$ cat config.mk
export PLATFORM = sky130hd
export DESIGN_NAME = div_uart_seq
export DESIGN_NICKNAME = d
export VERILOG_FILES = /design/src/rtl/div_uart_seq.sv
export SDC_FILE = /design/constraint.sdc
export NUM_CORES = 1
export LEC_CHECK = 0
export ABC_AREA = 0
export BUFFER_PORTS_ARGS = -buffer_cell sky130_fd_sc_hd__buf_2
export CAP_MARGIN = 20
export CORE_UTILIZATION = 45
export DETAILED_ROUTE_END_ITERATION = 12
export PLACE_DENSITY = 0.76
export SYNTH_ARGS = -nofsm -noshare
export SYNTH_HDL_FRONTEND = slang
export SYNTH_SLANG_ARGS = --single-unit
$ cat constraint.sdc
create_clock -name clk -period 2.2 [get_ports clk]
set_clock_uncertainty 0.05 [all_clocks]
set_input_delay 0.11 -clock clk [delete_from_list [all_inputs] [get_ports clk]]
set_output_delay 0.11 -clock clk [all_outputs]
set_load 0.02 [all_outputs]
$ cat src/rtl/div_uart_seq.sv
// div_uart_seq: frame sequencer between a UART byte interface and an iterative divider.
//
// A request frame is four big-endian bytes: A[15:8], A[7:0], B[15:8], B[7:0]. The frame is
// handed to the divider (A / B). The result is then sent back big-endian, one byte per
// transmitter handshake. A zero divisor skips the divider, returns an all-ones quotient and
// sets the sticky err_div0 flag. A partial frame is discarded after RX_TIMEOUT idle cycles.
//
// Build option: define DIV_REMAINDER_EN to also transmit the remainder after the quotient.
// A zero divisor then sends FF FF A[15:8] A[7:0]. Without it, only the quotient is sent.
//
// Ports:
//   clk, rst            clock (rising edge), asynchronous active-high reset
//   rx_ready, rx_data   received byte strobe and data
//   div_start           one-cycle start pulse; div_a/div_b hold the operands until div_done
//   div_done            one-cycle completion pulse; div_q/div_r are valid with it
//   tx_start, tx_data   one-cycle transmit pulse; tx_data holds the byte until the next pulse
//   tx_busy             transmitter busy, rises no later than the cycle after tx_start
//   busy                high from the accepted 4th request byte until the last byte is sent
//   err_div0            sticky divide-by-zero flag, cleared by the next frame's first byte
module div_uart_seq #(
    parameter int unsigned BIT_MAX    = 16,
    parameter int unsigned RX_TIMEOUT = 1_000_000
) (
    input  logic               clk,
    input  logic               rst,
    input  logic               rx_ready,
    input  logic [7:0]         rx_data,
    output logic               div_start,
    output logic [BIT_MAX-1:0] div_a,
    output logic [BIT_MAX-1:0] div_b,
    input  logic               div_done,
    input  logic [BIT_MAX-1:0] div_q,
    input  logic [BIT_MAX-1:0] div_r,
    output logic               tx_start,
    output logic [7:0]         tx_data,
    input  logic               tx_busy,
    output logic               busy,
    output logic               err_div0
);

    localparam int unsigned OP_BYTES    = BIT_MAX / 8;
    localparam int unsigned FRAME_BYTES = 2 * OP_BYTES;
    localparam int unsigned CNT_W       = $clog2(FRAME_BYTES + 1);
`ifdef DIV_REMAINDER_EN
    localparam int unsigned TX_BYTES    = 2 * OP_BYTES;
`else
    localparam int unsigned TX_BYTES    = OP_BYTES;
`endif
    localparam int unsigned TX_W        = TX_BYTES * 8;
    localparam int unsigned TXC_W       = $clog2(TX_BYTES + 1);
    localparam int unsigned TO_W        = $clog2(RX_TIMEOUT + 1);

    localparam logic [2:0] StRx      = 3'd0;
    localparam logic [2:0] StCheck   = 3'd1;
    localparam logic [2:0] StDivWait = 3'd2;
    localparam logic [2:0] StTxLoad  = 3'd3;
    localparam logic [2:0] StTxArm   = 3'd4;
    localparam logic [2:0] StTxWait  = 3'd5;

    logic [2:0]           state_q,   state_d;
    logic [2*BIT_MAX-1:0] frame_q,   frame_d;    // {A, B}, filled by shifting bytes in
    logic [CNT_W-1:0]     cnt_q,     cnt_d;
    logic [TO_W-1:0]      to_q,      to_d;
    logic [TX_W-1:0]      tx_sr_q,   tx_sr_d;    // result bytes, MSB byte goes out first
    logic [TXC_W-1:0]     tx_left_q, tx_left_d;
    logic [7:0]           tx_data_q, tx_data_d;
    logic                 err_q,     err_d;
    logic                 b_zero;

`ifndef DIV_REMAINDER_EN
    logic unused_div_r;
    assign unused_div_r = ^div_r;
`endif

    assign div_a     = frame_q[2*BIT_MAX-1 -: BIT_MAX];
    assign div_b     = frame_q[BIT_MAX-1:0];
    assign b_zero    = (div_b == '0);
    assign div_start = (state_q == StCheck) && !b_zero;
    assign tx_start  = (state_q == StTxLoad) && !tx_busy;
    // The new byte must be visible in the tx_start cycle itself, then it is held.
    assign tx_data   = tx_start ? tx_sr_q[TX_W-1 -: 8] : tx_data_q;
    assign busy      = (state_q != StRx);
    assign err_div0  = err_q;

    always_comb begin
        state_d   = state_q;
        frame_d   = frame_q;
        cnt_d     = cnt_q;
        to_d      = to_q;
        tx_sr_d   = tx_sr_q;
        tx_left_d = tx_left_q;
        tx_data_d = tx_data_q;
        err_d     = err_q;

        case (state_q)
            StRx: begin
                if (rx_ready) begin
                    // A byte always beats a timeout expiring in the same cycle.
                    frame_d = {frame_q[2*BIT_MAX-9:0], rx_data};
                    to_d    = '0;
                    if (cnt_q == '0) begin
                        err_d = 1'b0;
                    end
                    if (cnt_q == CNT_W'(FRAME_BYTES - 1)) begin
                        cnt_d   = '0;
                        state_d = StCheck;
                    end else begin
                        cnt_d = cnt_q + 1'b1;
                    end
                end else if (cnt_q != '0) begin
                    if (to_q == TO_W'(RX_TIMEOUT - 1)) begin
                        cnt_d   = '0;
                        to_d    = '0;
                        frame_d = '0;
                    end else begin
                        to_d = to_q + 1'b1;
                    end
                end
            end
            StCheck: begin
                if (b_zero) begin
                    err_d     = 1'b1;
`ifdef DIV_REMAINDER_EN
                    tx_sr_d   = {{BIT_MAX{1'b1}}, div_a};
`else
                    tx_sr_d   = {BIT_MAX{1'b1}};
`endif
                    tx_left_d = TXC_W'(TX_BYTES);
                    state_d   = StTxLoad;
                end else begin
                    state_d = StDivWait;
                end
            end
            StDivWait: begin
                if (div_done) begin
`ifdef DIV_REMAINDER_EN
                    tx_sr_d   = {div_q, div_r};
`else
                    tx_sr_d   = div_q;
`endif
                    tx_left_d = TXC_W'(TX_BYTES);
                    state_d   = StTxLoad;
                end
            end
            StTxLoad: begin
                if (!tx_busy) begin
                    tx_data_d = tx_sr_q[TX_W-1 -: 8];
                    tx_sr_d   = tx_sr_q << 8;
                    tx_left_d = tx_left_q - 1'b1;
                    state_d   = StTxArm;
                end
            end
            // Transmitter may only raise busy one cycle after tx_start; don't look yet.
            StTxArm: begin
                state_d = StTxWait;
            end
            StTxWait: begin
                if (!tx_busy) begin
                    state_d = (tx_left_q == '0) ? StRx : StTxLoad;
                end
            end
            default: begin
                state_d = StRx;
            end
        endcase
    end

    always_ff @(posedge clk or posedge rst) begin
        if (rst) begin
            state_q   <= StRx;
            frame_q   <= '0;
            cnt_q     <= '0;
            to_q      <= '0;
            tx_sr_q   <= '0;
            tx_left_q <= '0;
            tx_data_q <= '0;
            err_q     <= 1'b0;
        end else begin
            state_q   <= state_d;
            frame_q   <= frame_d;
            cnt_q     <= cnt_d;
            to_q      <= to_d;
            tx_sr_q   <= tx_sr_d;
            tx_left_q <= tx_left_d;
            tx_data_q <= tx_data_d;
            err_q     <= err_d;
        end
    end

endmodule

==> out/qor.log, run 1 <==
qor: timing.worst_pin_slew 0.564 ns
qor: power_and_ir_drop.max-vdd-ir-drop 0.870 mV
qor: die.core_region_area 8260 um^2
qor: die.die_width 94.6 um
qor: cts.cts.sinks 85
qor: drt.remaining_drc_errors 0
qor: timing.setup_viol 0
qor: synth.post_synth_inst_count 345
qor: drt.drtAntennaViolNets 0
qor: place.post-place-ws 0.194 ns
qor: cells_and_area.fill_cells 706
qor: setup_path.r2r.worst_path.cells 7
qor: cts.clock_tree_from_tritoncts done
qor: setup_path.cp.arrival 1.95 ns
qor: timing.fin_worst_hold_slack 0.0380 ns
qor: setup_path.end_kind primary output
qor: min_path.min_from div_q[6]
qor: timing.timing.fmax 0.475 GHz
qor: synth.yosys.area_share.xor_xnor 0.0250
qor: synth.average_instance_area_after_synthesis 11.2 um^2
qor: cells_and_area.multi_input_comb_area 1600 um^2
qor: die.design.die.area 8940 um^2
qor: cells_and_area.num_antenna_cells 0
qor: cells_and_area.drive_above_1_share 0.285
qor: timing.fin_setup_tns 0 ns
qor: die.start_util 0.467
qor: cells_and_area.fin_nets 489
qor: power_and_ir_drop.power_frac_comb 0.450
qor: drt.viasPerCell 5.58
qor: power_and_ir_drop.p_per_area 1490 nW/um^2
qor: power_and_ir_drop.total_switching_power 0.00298 W
qor: min_path.hold_path.class primary input to flop
qor: power_and_ir_drop.power.internal 0.00416 W
qor: power_and_ir_drop.share_clk_of_total_power 0.174
qor: timing.post-route-period-util 0.957
qor: setup_path.ff2ff_setup_slack 0.12 ns
qor: cts.cts-root-buf sky130_fd_sc_hd__clkbuf_8
qor: place.routabilityCongestion 0.802
qor: global_routing.grt_antenna_before_repair 0
qor: global_routing.global_route.usage.total 0.209
qor: min_path.hold_end tx_sr_q[6]
qor: place.post-dp-hpwl 5490 um
qor: global_routing.grt_start_max_net_pins 86
qor: cells_and_area.final_area 4780 um^2
qor: synth.yosys_warnings 0
qor: place.post-place-cells 513
qor: setup_path.cp-start-kind flop
qor: timing.finalWorstSetupSlack 0.0938 ns
qor: setup_path.required 2.04 ns
qor: synth.netlist_area 3860 um^2
qor: drt.detailroute.via_count 3067
qor: setup_path.cp_max_fo 9
qor: cts.clkLatencyLatePin 0.36 ns
qor: synth.yosys.area_share.adder 0.0130
qor: drt.post_drt_wl_per_cell 15.9 um
qor: die.design.portCount 89
qor: timing.hold_viol_final 0
qor: job.number_of_max_cap_violations 0
qor: synth.synth.area.mux_share 0.0496
qor: cts.max-clock-path-buffers 2
qor: timing.finalCriticalPeriod 2.11 ns
qor: cells_and_area.syn2layout_area_growth 23.9%
qor: die.floorplan.die.height 94.6 um
qor: place.placement.io_buffers 72
qor: synth.synth_fp_nets 394
qor: synth.ys_seq_elements 85
qor: cts.htree_num_levels 3
qor: global_routing.first_global_vias 2999
qor: synth.synth_top_family_by_area compound AO/OA/AOI/OAI gates
qor: cts.clkTransAtPathRegs 0.08 ns
qor: drt.drt_initial_violations 166
qor: synth.synth_compound_area_frac 0.189
qor: drt.drt_wl_total 8730 um
qor: min_path.hold_depth 3
qor: setup_path.rr_endpoint frame_q[4]
qor: power_and_ir_drop.static-leakage-power 2.29 nW
qor: timing.slew_viol_final 0
qor: cells_and_area.post_layout_nonfiller_instances 550
qor: setup_path.regToRegStartpoint to_q[0]
qor: run_status.status completed
qor: synth.synth_simple_gate_area_frac 0.135
qor: place.post_dp_cell_area 4330 um^2
qor: drt.detailedRoute.firstPassIterationCount 4
qor: global_routing.grt_pass1_wl 14400 um
qor: power_and_ir_drop.pwr-share-seq 0.376
qor: setup_path.setup.worst_path.class flop to primary output
qor: cts.cts_made_buffers 9
qor: power_and_ir_drop.sw_frac_of_total 0.417
qor: global_routing.globalRouteOverflowTotal 0
qor: synth.synth.yosys.seq_area_share 0.552
qor: die.num_rows 33
qor: synth.netlist-cell-type-count 46
qor: cells_and_area.sequential_cell_area 2130 um^2
qor: timing.max-slew-margin-rel 0.623
worst max-delay path, stage by stage (launching register included):
cell and delay, ns:
sky130_fd_sc_hd__dfrtp_2 0.48, sky130_fd_sc_hd__nor2b_1 0.21, sky130_fd_sc_hd__nand2_2 0.12, sky130_fd_sc_hd__nor2_4 0.14
sky130_fd_sc_hd__buf_12 0.14, sky130_fd_sc_hd__mux2_2 0.35, sky130_fd_sc_hd__buf_2 0.16
registers in the layout, indices dropped and copies added (netlist names):
| signal | flops |
|---|---|
| frame_q | 32 |
| cnt_q | 3 |
| to_q | 20 |
| tx_data_q | 8 |
| err_div0 | 1 |
| state_q | 3 |
| tx_sr_q | 16 |
| tx_left_q | 2 |
synth_stat cells, drive strengths merged:
master   count  area share
inv         12       0.012
buf         14       0.021
ha           4       0.013
a311o        1      0.0026
mux2         9       0.026
a21oi       26       0.034
and2         1      0.0016
nor4bb       1      0.0026
mux2i        9       0.023
o2111ai      1      0.0023
clkinv       1     0.00097
nand4        7       0.011
nand2       23       0.023
nor3         4      0.0094
a22o        36       0.082
nor4         8       0.021
and4         1      0.0023
nand3b       1      0.0019
clkbuf       3      0.0029
and3         4      0.0065
o31ai        2      0.0039
a21boi       1      0.0019
nor2b        5      0.0081
nor3b        1      0.0032
o21ai       23       0.031
nand2b       3      0.0049
a211oi       1      0.0032
nor2        23       0.026
a21o        11       0.022
o32ai        1      0.0023
nand3       10       0.013
a31o         1      0.0023
xor2        11       0.025
o2bb2ai      1      0.0023
dfrtp       85        0.55
how the worst max path moves through the flow:
stage	startpoint	endpoint	slack (ns)
finish	state_q[2]	tx_data[7]	0.09
global route	state_q[2]	tx_data[7]	-0.002
CTS	state_q[1]	tx_data[7]	0.04
detailed placement	to_q[0]	frame_q[11]	0.19
global placement	to_q[0]	frame_q[0]	0.22
floorplan	state_q[2]	tx_data_q[0]	0.36
placed cells by master (no fill, tap or decap), types with 3 or more instances in the layout:
cell / instances
sky130_fd_sc_hd__nor2_2: 4
sky130_fd_sc_hd__mux2_2: 9
sky130_fd_sc_hd__xor2_1: 11
sky130_fd_sc_hd__o21ai_1: 8
sky130_fd_sc_hd__nand3_1: 10
sky130_fd_sc_hd__nand2b_1: 3
sky130_fd_sc_hd__a21oi_1: 26
sky130_fd_sc_hd__nor2b_1: 5
sky130_fd_sc_hd__dfrtp_1: 83
sky130_fd_sc_hd__clkbuf_8: 9
sky130_fd_sc_hd__nand4_1: 7
sky130_fd_sc_hd__o21ai_0: 14
sky130_fd_sc_hd__mux2i_1: 9
sky130_fd_sc_hd__buf_2: 72
sky130_fd_sc_hd__nand2_1: 21
sky130_fd_sc_hd__dlygate4sd3_1: 17
sky130_fd_sc_hd__a21o_1: 10
sky130_fd_sc_hd__nor4_1: 6
sky130_fd_sc_hd__a22o_1: 36
sky130_fd_sc_hd__inv_1: 10
sky130_fd_sc_hd__nor2_1: 18
sky130_fd_sc_hd__buf_4: 10
sky130_fd_sc_hd__ha_1: 4
sky130_fd_sc_hd__and3_1: 4
through the flow:
step                       util  total power, W
after CTS                 0.572         0.00707
after global routing      0.579         0.00763
final                     0.579         0.00714
after detailed placement  0.525         0.00579
after global placement    0.525         0.00567
after floorplan               -         0.00491
power groups by stage:
stage                     registers [W]  clock network (W)  logic, W
after detailed placement        0.00270                  0   0.00308
after floorplan                 0.00289                  0   0.00202
final                           0.00269            0.00124   0.00321
after global placement          0.00267                  0   0.00300
after CTS                       0.00268            0.00126   0.00313
after global routing            0.00276            0.00131   0.00356
per-layer routing:
metal / GRT usage / routed length, um / vias to the layer above
li1: - / - / 1451
met1: 0.284 / 3970 / 1543
met2: 0.329 / 4320 / 59
met3: 0.0451 / 291 / 14
met4: 0.0808 / 138 / 0
met5: 0 / 0 / -
what timing repair did:
| item | 4_1_cts | 5_1_grt |
|---|---|---|
| endpoints found under the hold margin | 101 | 0 |
| hold buffers | 17 | 0 |
| pin swaps | 0 | 1 |
| resized for setup | 1 | 3 |
| setup buffers | 0 | 4 |
| setup endpoints to repair | 8 | 14 |
area by class of cell:
cell class              instances  area share
flip-flops and latches         85       0.446
multi-input cells             230       0.334
repair buffers                101       0.135
well taps                     105      0.0275
clock buffers                  10      0.0267
clock inverters                 6      0.0196
inverters                      13      0.0110
kinds of logic after synthesis:
kind of cell	count (synthesis)
AOI/OAI and AO/OA	105
xor gates and xnor gates	11
adders and majority gates	4
buffers and inverters	30
DFF	85
muxes	18
and+or+nand+nor	92
Note: power is estimated with default switching activity, not from simulation.
==> run 2: changes to the inputs <==
--- a/config.mk
+++ b/config.mk
@@ -8,9 +8,9 @@
 export ABC_AREA = 0
 export BUFFER_PORTS_ARGS = -buffer_cell sky130_fd_sc_hd__buf_2
 export CAP_MARGIN = 20
-export CORE_UTILIZATION = 45
+export CORE_UTILIZATION = 31
 export DETAILED_ROUTE_END_ITERATION = 12
-export PLACE_DENSITY = 0.76
+export PLACE_DENSITY = 0.58
 export SYNTH_ARGS = -nofsm -noshare
 export SYNTH_HDL_FRONTEND = slang
 export SYNTH_SLANG_ARGS = --single-unit
==> run 2 against run 1 <==
Critical endpoint is now tx_data[5]. Via count decreased by 3.4%. Largest cell class unchanged. Register-to-register slack is essentially flat. Core utilization fell by 17 points. Cell count is 11% higher.
==> out/qor.log, run 2 (synthesis gave the netlist of run 1 again) <==
qor: run_status.status completed
qor: global_routing.top_usage_layer met2
qor: cts.clock_tree_from_tritoncts done
qor: timing.slew_viol_final 0
qor: min_path.hold_path.class primary input to flop
qor: global_routing.first_global_vias 2921
qor: global_routing.grt_pass1_wl 14800 um
qor: cts.clkTransAtPathRegs 0.06 ns
qor: drt.remaining_drc_errors 0
qor: cells_and_area.fin_util 0.408
qor: cells_and_area.num_antenna_cells 0
qor: power_and_ir_drop.sw_frac_of_total 0.406
qor: power_and_ir_drop.max-vdd-ir-drop 0.654 mV
qor: global_routing.grt_antenna_before_repair 0
qor: timing.post-route-period-util 0.946
qor: drt.post_drt_wl_per_cell 14.2 um
qor: power_and_ir_drop.total_switching_power 0.00301 W
qor: global_routing.global_route.usage.total 0.145
qor: setup_path.critical-path-slowest-cell sky130_fd_sc_hd__dfrtp_1
qor: drt.detailroute.via_count 2964
qor: cells_and_area.fin_nets 486
qor: timing.fin_worst_hold_slack 0.0110 ns
qor: cells_and_area.reg_top3 frame_q x32, to_q x20, tx_sr_q x16
qor: cells_and_area.fill_cells 1177
qor: timing.finalCriticalPeriod 2.08 ns
qor: cts.clkLatencyLatePin 0.34 ns
qor: die.design.die.area 12900 um^2
qor: die.floorplan.die.height 114 um
qor: die.die_width 114 um
qor: setup_path.end_kind primary output
qor: cts.cts-root-buf sky130_fd_sc_hd__clkbuf_16
qor: place.post-place-ws 0.164 ns
qor: power_and_ir_drop.share_clk_of_total_power 0.216
qor: drt.viasPerCell 4.86
qor: cells_and_area.commonest_cells_after_routing_fill_and_taps_aside sky130_fd_sc_hd__dfrtp_1, sky130_fd_sc_hd__buf_2, sky130_fd_sc_hd__a22o_1
qor: drt.drt_initial_violations 118
qor: setup_path.cp_max_fo 18
qor: place.post-dp-hpwl 5610 um
qor: cells_and_area.largest_reg_by_ff_count frame_q
qor: die.design.portCount 89
qor: cells_and_area.largest_register_ffs 32
qor: setup_path.critical-path-max-stage-delay 0.40 ns
qor: place.placement.io_buffers 72
qor: cells_and_area.layout_commonest_cell sky130_fd_sc_hd__dfrtp_1
qor: cells_and_area.drive_above_1_share 0.287
qor: power_and_ir_drop.pwr-share-seq 0.359
qor: setup_path.worstPathCellList buf_6 > nand2_1 > nor2_4 > buf_12 > mux2_2 > buf_2
qor: timing.timing.fmax 0.481 GHz
qor: cts.cts_made_buffers 9
qor: place.routabilityCongestion 0.738
qor: power_and_ir_drop.p_per_area 1510 nW/um^2
qor: timing.hold_viol_final 0
qor: global_routing.global_route.usage.met1 0.200
qor: cts.htree_num_levels 3
qor: global_routing.grt_start_max_net_pins 86
qor: die.start_util 0.320
qor: drt.drt_wl_total 8670 um
qor: die.num_rows 40
qor: drt.detailedRoute.firstPassIterationCount 4
qor: power_and_ir_drop.power_frac_comb 0.425
qor: cts.max-clock-path-buffers 2
qor: setup_path.required 2.04 ns
qor: cells_and_area.syn2layout_area_growth 27.7%
qor: job.number_of_max_cap_violations 0
qor: setup_path.cp.arrival 1.92 ns
qor: power_and_ir_drop.power.internal 0.00441 W
qor: cts.cts.sinks 85
qor: global_routing.globalRouteOverflowTotal 0
qor: global_routing.groute.layer.met2.usage 0.221
qor: drt.drtAntennaViolNets 0
qor: setup_path.setup.worst_path.class flop to primary output
qor: setup_path.cp-start-kind flop
qor: place.post_dp_cell_area 4410 um^2
qor: timing.setup_viol 0
qor: die.core_region_area 12100 um^2
qor: cells_and_area.final_area 4930 um^2
qor: global_routing.grt_use_met3 0.0484
qor: power_and_ir_drop.static-leakage-power 2.32 nW
qor: timing.max-slew-margin-rel 0.608
qor: timing.finalWorstSetupSlack 0.119 ns
qor: timing.fin_setup_tns 0 ns
qor: timing.worst_pin_slew 0.587 ns
run 2: critical path, delay by kind of cell (launching register included):
kind / cells / cell delay (ns)
simple gates: 2 / 0.30
mux: 1 / 0.35
buf+inv: 3 / 0.51
flops: 1 / 0.40
run 2: repair_timing:
action	CTS	global route
setup buffers	1	2
pin swaps	1	0
hold endpoints to repair	99	0
setup endpoints to repair	8	16
hold buffers	15	0
resized for setup	1	4
run 2: per-layer routing:
metal	wire [um]	up-vias
met5	0	-
met4	81	0
met3	393	7
met2	4110	53
met1	4080	1460
li1	-	1444
run 2: layout make-up:
type / count / area, um^2 / share of cell area
clock inverter: 7 / 88.8 / 0.0180
clock buffer: 9 / 225 / 0.0457
multi-input combinational: 230 / 1600 / 0.324
timing repair buffer: 98 / 622 / 0.126
inverter: 13 / 52.6 / 0.0107
sequential: 85 / 2130 / 0.432
tap: 168 / 210 / 0.0427
run 2: stage by stage:
stage | power [W] | cells
floorplan | 0.00491 | 345
global placement | 0.00571 | 576
detailed placement | 0.00579 | 576
CTS | 0.00746 | 608
global route | 0.00797 | 610
finish | 0.00742 | 610
run 2: worst paths after layout:
path / from / end / slack, ns / cells past startpoint
max in group asynchronous: rst / state_q[1] / 1.35 / 4
hold / removal: div_q[1] / tx_sr_q[1] / 0.01 / 3
min in group asynchronous: rst / frame_q[3] / 0.36 / 4
hold reg to reg: tx_sr_q[14] / tx_sr_q[14] / 0.43 / 1
setup reg to reg: to_q[0] / frame_q[3] / 0.13 / 7
setup / recovery: state_q[0] / tx_data[5] / 0.12 / 6
run 2: power by group through the flow:
stage	Sequential [W]	Combinational (W)	Clock [W]
after floorplan	0.00289	0.00202	0
after global placement	0.00268	0.00304	0
after detailed placement	0.00270	0.00309	0
after CTS	0.00268	0.00314	0.00164
after global routing	0.00275	0.00350	0.00171
final	0.00267	0.00316	0.00160
